**config.mk**
```make
export PLATFORM = sky130hd
export DESIGN_NAME = rf_wb_arbiter
export DESIGN_NICKNAME = d
export VERILOG_FILES = /design/src/rtl/rf_arb_pkg.sv /design/src/rtl/rf_scoreboard.sv /design/src/rtl/rf_wb_arbiter.sv
export SDC_FILE = /design/constraint.sdc
export NUM_CORES = 1
export LEC_CHECK = 0
export CAP_MARGIN = 10
export CORE_MARGIN = 2
export CORE_UTILIZATION = 26
export CTS_CLUSTER_SIZE = 8
export DETAILED_ROUTE_END_ITERATION = 16
export GPL_TIMING_DRIVEN = 0
export SYNTH_ARGS = -nofsm -noshare
export SYNTH_HDL_FRONTEND = slang
export SYNTH_SLANG_ARGS = --single-unit
```
**constraint.sdc**
```tcl
create_clock -name clk -period 8.37 [get_ports clk]
set_input_delay 1.674 -clock clk [delete_from_list [all_inputs] [get_ports clk]]
set_output_delay 1.674 -clock clk [all_outputs]
set_load 0.005 [all_outputs]
```
**src/rtl/rf_arb_pkg.sv**
```systemverilog
// Shared widths and write-port source encoding for the register-file write arbiter.
package rf_arb_pkg;
  localparam int REG_AW = 5;
  localparam int DATA_W = 32;

  typedef enum logic [1:0] {
    WSRC_NONE = 2'd0,
    WSRC_W    = 2'd1,
    WSRC_LLU  = 2'd2
  } wsrc_e;
endpackage

```
**src/rtl/rf_scoreboard.sv**
```systemverilog
// Busy scoreboard of registers awaiting a long-latency result, plus the outstanding-op count.
module rf_scoreboard
  import rf_arb_pkg::*;
#(
  parameter int MAX_PEND = 4
) (
  input  logic              clk,
  input  logic              reset,
  input  logic              iss_valid,
  input  logic [REG_AW-1:0] iss_a3,
  output logic              iss_ready,
  input  logic              clr_en,
  input  logic [REG_AW-1:0] clr_a3,
  input  logic [REG_AW-1:0] rd_a1,
  input  logic [REG_AW-1:0] rd_a2,
  output logic              rd_stall,
  input  logic [REG_AW-1:0] chk_a3,
  output logic              chk_busy
);
  localparam int PEND_W = $clog2(MAX_PEND + 1);
  localparam logic [PEND_W-1:0] PEND_MAX = PEND_W'(MAX_PEND);

  logic [2**REG_AW-1:0] busy;
  logic [2**REG_AW-1:0] busy_next;
  logic [PEND_W-1:0]    pend_cnt;
  logic                 iss_fire;
  logic                 dec;

  // A second in-flight write to the same register is refused, so results never race.
  assign iss_ready = (pend_cnt < PEND_MAX) && !((iss_a3 != '0) && busy[iss_a3]);
  assign iss_fire  = iss_valid && iss_ready;
  assign dec       = clr_en && (pend_cnt != '0);

  assign rd_stall = ((rd_a1 != '0) && busy[rd_a1]) || ((rd_a2 != '0) && busy[rd_a2]);
  assign chk_busy = busy[chk_a3];

  // Clear first, then set, so a same-edge issue to the committing register keeps it busy.
  always_comb begin
    busy_next = busy;
    if (clr_en) busy_next[clr_a3] = 1'b0;
    if (iss_fire && (iss_a3 != '0)) busy_next[iss_a3] = 1'b1;
    busy_next[0] = 1'b0;
  end

  always_ff @(posedge clk) begin
    if (reset) begin
      busy     <= '0;
      pend_cnt <= '0;
    end else begin
      busy <= busy_next;
      case ({iss_fire, dec})
        2'b10:   pend_cnt <= pend_cnt + 1'b1;
        2'b01:   pend_cnt <= pend_cnt - 1'b1;
        default: ;
      endcase
    end
  end
endmodule

```
**src/rtl/rf_wb_arbiter.sv**
```systemverilog
// Register-file write-port owner: W stage always wins, a one-entry hold buffers LLU results.
module rf_wb_arbiter
  import rf_arb_pkg::*;
#(
  parameter int MAX_PEND     = 4,
  parameter int STARVE_LIMIT = 3
) (
  input  logic              clk,
  input  logic              reset,
  input  logic              w_we,
  input  logic [REG_AW-1:0] w_a3,
  input  logic [DATA_W-1:0] w_wd,
  input  logic [DATA_W-1:0] w_pc,
  input  logic              iss_valid,
  input  logic [REG_AW-1:0] iss_a3,
  output logic              iss_ready,
  input  logic              llu_valid,
  input  logic [REG_AW-1:0] llu_a3,
  input  logic [DATA_W-1:0] llu_wd,
  input  logic [DATA_W-1:0] llu_pc,
  output logic              llu_ready,
  input  logic [REG_AW-1:0] rd_a1,
  input  logic [REG_AW-1:0] rd_a2,
  output logic              rd_stall,
  output logic              force_bubble,
  output logic              rf_we,
  output logic [REG_AW-1:0] rf_a3,
  output logic [DATA_W-1:0] rf_wd,
  output logic [DATA_W-1:0] rf_pc,
  output logic              proto_err
);
  localparam int STARVE_W = $clog2(STARVE_LIMIT + 1);
  localparam logic [STARVE_W-1:0] STARVE_MAX = STARVE_W'(STARVE_LIMIT);

  logic              hold_v;
  logic [REG_AW-1:0] hold_a3;
  logic [DATA_W-1:0] hold_wd;
  logic [DATA_W-1:0] hold_pc;
  logic [STARVE_W-1:0] starve_cnt;
  wsrc_e             wsrc;
  logic              commit;
  logic              llu_fire;
  logic              llu_busy;

  // No bypass from llu inputs to the port: a result always spends one cycle in the hold.
  assign llu_ready    = !hold_v;
  assign llu_fire     = llu_valid && !hold_v;
  assign commit       = (wsrc == WSRC_LLU);
  assign force_bubble = hold_v && (starve_cnt == STARVE_MAX);

  always_comb begin
    wsrc = WSRC_NONE;
    if (w_we)        wsrc = WSRC_W;
    else if (hold_v) wsrc = WSRC_LLU;
  end

  always_comb begin
    rf_we = 1'b0;
    rf_a3 = '0;
    rf_wd = '0;
    rf_pc = '0;
    case (wsrc)
      WSRC_W: begin
        rf_we = 1'b1;
        rf_a3 = w_a3;
        rf_wd = w_wd;
        rf_pc = w_pc;
      end
      WSRC_LLU: begin
        rf_we = 1'b1;
        rf_a3 = hold_a3;
        rf_wd = hold_wd;
        rf_pc = hold_pc;
      end
      default: ;
    endcase
  end

  always_ff @(posedge clk) begin
    if (reset) begin
      hold_v     <= 1'b0;
      hold_a3    <= '0;
      hold_wd    <= '0;
      hold_pc    <= '0;
      starve_cnt <= '0;
      proto_err  <= 1'b0;
    end else begin
      if (commit) hold_v <= 1'b0;
      if (llu_fire) begin
        hold_v  <= 1'b1;
        hold_a3 <= llu_a3;
        hold_wd <= llu_wd;
        hold_pc <= llu_pc;
      end
      if (commit) starve_cnt <= '0;
      else if (hold_v && w_we && (starve_cnt != STARVE_MAX)) starve_cnt <= starve_cnt + 1'b1;
      // A result nobody was waiting for is flagged but still written.
      if (llu_fire && (llu_a3 != '0) && !llu_busy) proto_err <= 1'b1;
    end
  end

  rf_scoreboard #(
    .MAX_PEND(MAX_PEND)
  ) u_scoreboard (
    .clk      (clk),
    .reset    (reset),
    .iss_valid(iss_valid),
    .iss_a3   (iss_a3),
    .iss_ready(iss_ready),
    .clr_en   (commit),
    .clr_a3   (hold_a3),
    .rd_a1    (rd_a1),
    .rd_a2    (rd_a2),
    .rd_stall (rd_stall),
    .chk_a3   (llu_a3),
    .chk_busy (llu_busy)
  );
endmodule

```
==> results by stage <==
Outcome:
- The flow ran to the end, and the final reports show no timing, DRC or antenna violations.

Final layout:
- The number of fill cells is ~2,500.
- The total number of nets in the final design is ~1,200.
- In the final layout, the share of cells above drive strength 1 is between 5 and 6%.
- In the final layout, the multi-input gates occupy 3700 µm².
- The synthesis-to-finish area growth is 47.8%.
- The register area is between 2000 and 2500 µm².
- The post-route standard cell area excluding fillers is between 9000 and 10,000 µm².

Synthesis:
- The number of synthesized register bits is 107.
- The post-synthesis net count is approximately 1,000.
- Summed over its instances, the top area cell type makes up about a third of the synthesized netlist area.
- The commonest cells after synthesis are 304 x sky130_fd_sc_hd__nand2_1, 117 x sky130_fd_sc_hd__o21ai_0, 107 x sky130_fd_sc_hd__dfxtp_1.
- The mean instance size in the synthesized netlist is ~7.3 µm².
- By area the synthesized netlist is led by sky130_fd_sc_hd__dfxtp_1 35%, sky130_fd_sc_hd__nand2_1 19%, sky130_fd_sc_hd__mux4_2 9.5%, sky130_fd_sc_hd__o21ai_0 9.5%, sky130_fd_sc_hd__a21oi_1 6.0%.
- The largest family of logic cells by synthesized area is simple AND/OR/NAND/NOR gates.
- The adder-cell share of the synthesized area is less than 1%.
- For this run, asynchronously set or reset flops after synthesis account for 0%.
- Sequential cells were found to cover roughly a third of the synthesized design area.
- The synthesized design contains 0 enable-type register cells.
- The portion of synthesized area spent on multiplexers is roughly 13%.
- The number of warnings issued by yosys is 0.
- The synthesized netlist devotes about 28% of its cell area to simple gates.
- The synthesized-area fraction occupied by ao, oa, aoi and oai cells is between 10% and 20%.
- The dominant cell by count in the synthesized netlist is sky130_fd_sc_hd__nand2_1.
- Summing the areas of all xor and xnor instances in the mapped netlist gives 0.286% of the synthesized area.
- The combined area of all synthesized cells is ~6100 µm².
- The count of different cell masters after synthesis is 48.
- The cell count after synthesis came out at between 800 and 900.
- Of all cell types, the one taking the most synthesized area is sky130_fd_sc_hd__dfxtp_1.
- The most used flip-flop cell after synthesis is sky130_fd_sc_hd__dfxtp_1.

Placed design:
- After detailed placement, the total cell area comes to ~8800 µm².
- After legalization and detailed placement, the total HPWL measured 19,200 µm.
- The worst setup slack after placement is around 2.3 ns.
- The global placement routability congestion is ~0.9.
- The count of port buffers added during placement is 222.

Clock network:
- CTS placed an instance of sky130_fd_sc_hd__clkbuf_16 at the clock tree root.
- The clock latency at the later pin of the worst-skew pair is ~0.36 ns.
- The tree built by TritonCTS fans out to 107 sinks.
- TritonCTS built the clock tree.
- The count of buffers added by post-CTS timing repair for setup is 0.
- The buffer levels on the longest clock path is 2.
- The post-cts hold buffer count is 0.
- The number of H-tree levels is 3.
- Counting the buffers created by CTS gives 9.
- The number of gates given a new drive strength after cts is 0.
- The clock slew at the register clock pins of the worst setup and hold paths is about 0.070 ns.

Worst setup path:
- The critical path startpoint category is an input port.
- In this run the register-to-register setup slack is ~5.4 ns.
- At the worst endpoint, the arrival time is 4.31 ns.
- At the worst endpoint, the required time is 6.70 ns.
- The worst-path maximum fanout is 5.
- The setup path with the least slack is of type in2out.
- The worst setup path is captured at an output pin.

STA:
- Setup repair after global routing left no endpoint under its margin.
- Dividing the final minimum period by the clock period gives 71.5%.
- Across the routed clock network, the largest skew measured is approximately 0.0072 ns.
- The total count of hold-check failures in the final report is 0.
- The post-route setup TNS is 0 ns.
- Once routing completed, OpenROAD measured the worst setup slack at 2.38 ns.
- The worst relative slew slack is a little over 40%.
- The number of setup violations in the final report is 0.
- At the pin with the least slew margin, the transition time is slightly below 0.9 ns.
- The maximum clock rate is roughly 170 MHz.
- The worst-case hold slack is around 0.45 ns.
- The count of pins over their slew limit is 0.
- The clock period could shrink to approximately 6 ns.

Route:
- The aggregate routed wire length is around 25,000 µm.
- The overall via count from detail_route is between 6,000 and 7,000.
- The count of nets left with antenna violations once routing finished came out at 0.
- The wire length per cell after detailed routing is 17.9 µm.
- The pre-antenna-repair detailed-routing pass consisted of 5 iterations.
- In the routed design, unresolved DRC markers number 0.
- After the first detailed-routing iteration, the DRC count stood at between 500 and 600.
- In the routed layout, each cell is associated on average with a via count of between 4 and 5.

Global route:
- The initial antenna violation count is 1.
- The global-route wire length before repair is 36,700 µm.
- The maximum number of pins on one net before global-route repair is 17.
- The overall fraction of global-route tracks in use is between 10% and 20%.
- The total grt overflow is 0.
- The number of global-route vias before repair was approximately 6,300.

Floorplanning:
- The floorplan step set the die height to between 150 and 200 µm.
- In this run the core area contains 56 standard-cell rows.
- In this run the count of I/O pins placed on the die edge is between 200 and 250.
- The floorplan step defined a core boundary enclosing between 20,000 and 25,000 µm².
- For this configuration, the core starts out at a cell density of between 20% and 30%.
- The width of the chip is 158 µm.
- The full die area is between 20,000 and 25,000 µm².

Power:
- The leakage component of the power is 0.00313 µW.
- Total power for the finished layout comes to around 1300 µW.
- VDD sags by at most 97.2 µV.
- The total power per unit cell area is approximately 140 nW/µm².

Job:
- The total of max-cap violations is 0.

Min path:
- The worst min-delay path class is reg2reg.
==> stage by stage <==
stage                     cells  utilization, %
final                      1394            38.9
after global routing       1394            38.9
after CTS                  1393            38.9
after detailed placement   1377            37.5
after global placement     1377            37.5
after floorplan             836               -
==> flip-flops by register name (all words and copies together), names as in the netlist <==
| signal | flops |
|---|---|
| hold_wd | 32 |
| proto_err | 1 |
| hold_v | 1 |
| hold_pc | 32 |
| u_scoreboard.pend_cnt | 3 |
| u_scoreboard.busy | 31 |
| starve_cnt | 2 |
| hold_a3 | 5 |
==> critical path: stages <==
cell	delay (ns)
sky130_fd_sc_hd__clkdlybuf4s50_1	0.55
sky130_fd_sc_hd__mux4_1	0.59
sky130_fd_sc_hd__o22a_1	0.20
sky130_fd_sc_hd__a41oi_2	0.32
sky130_fd_sc_hd__o211ai_1	0.20
sky130_fd_sc_hd__a211oi_1	0.23
sky130_fd_sc_hd__clkdlybuf4s50_1	0.54
==> layout make-up <==
| class | count | area share [%] |
|---|---|---|
| Sequential cell | 107 | 23.6 |
| Antenna cell | 1 | 0.0276 |
| Clock buffer | 11 | 2.57 |
| Buffer | 65 | 2.83 |
| Inverter | 9 | 0.373 |
| Clock inverter | 5 | 0.856 |
| Timing Repair Buffer | 222 | 24.5 |
| Multi-Input combinational cell | 655 | 40.8 |
| Tap cell | 319 | 4.40 |
==> routing by layer <==
metal	GRT usage, %	wire (µm)	vias up
met5	0	0	-
met4	5.50	432	0
met3	4.71	1660	27
met2	31.5	11700	235
met1	26.4	11200	3156
li1	-	-	3318
==> path summary, 6_finish.rpt <==
check | start | endpoint | cells past startpoint
worst max-delay path | iss_a3[2] | iss_ready | 7
worst min-delay path | hold_pc[19]$_SDFFE_PP0P_ | hold_pc[19]$_SDFFE_PP0P_ | 2
worst max register to register | u_scoreboard.busy[22]$_SDFF_PP0_ | u_scoreboard.pend_cnt[2]$_SDFFE_PP0P_ | 11
worst min register to register | hold_pc[19]$_SDFFE_PP0P_ | hold_pc[19]$_SDFFE_PP0P_ | 2
==> report_power, final <==
| group | switching, µW | internal, µW |
|---|---|---|
| clock network | 199 | 262 |
| logic | 133 | 146 |
| registers | 15.5 | 533 |
==> cells in the final DEF, fill, tap and decap left out, drive strengths merged, types with 2 or more instances in the layout <==
master / n
a211oi: 3
a21oi: 74
a2bb2oi: 2
a31oi: 3
buf: 8
bufinv: 2
clkbuf: 68
clkdlybuf4s50: 222
clkinv: 2
dfxtp: 107
ha: 2
inv: 9
mux2: 4
mux2i: 13
mux4: 27
nand2: 304
nand2b: 3
nand3: 6
nand3b: 23
nand4b: 2
nor2: 15
nor2b: 19
nor3: 8
nor3b: 4
o21ai: 117
or2: 3
or3: 2
or3b: 2
xor2: 2
==> cells by family after synthesis <==
logic type / count (synthesis)
and+or+nand+nor: 395
adders and majority gates: 3
DFF: 107
AOI/OAI and AO/OA: 211
buffers and inverters: 74
xor gates and xnor gates: 2
muxes: 44
Power figures use the tool's default switching activity.
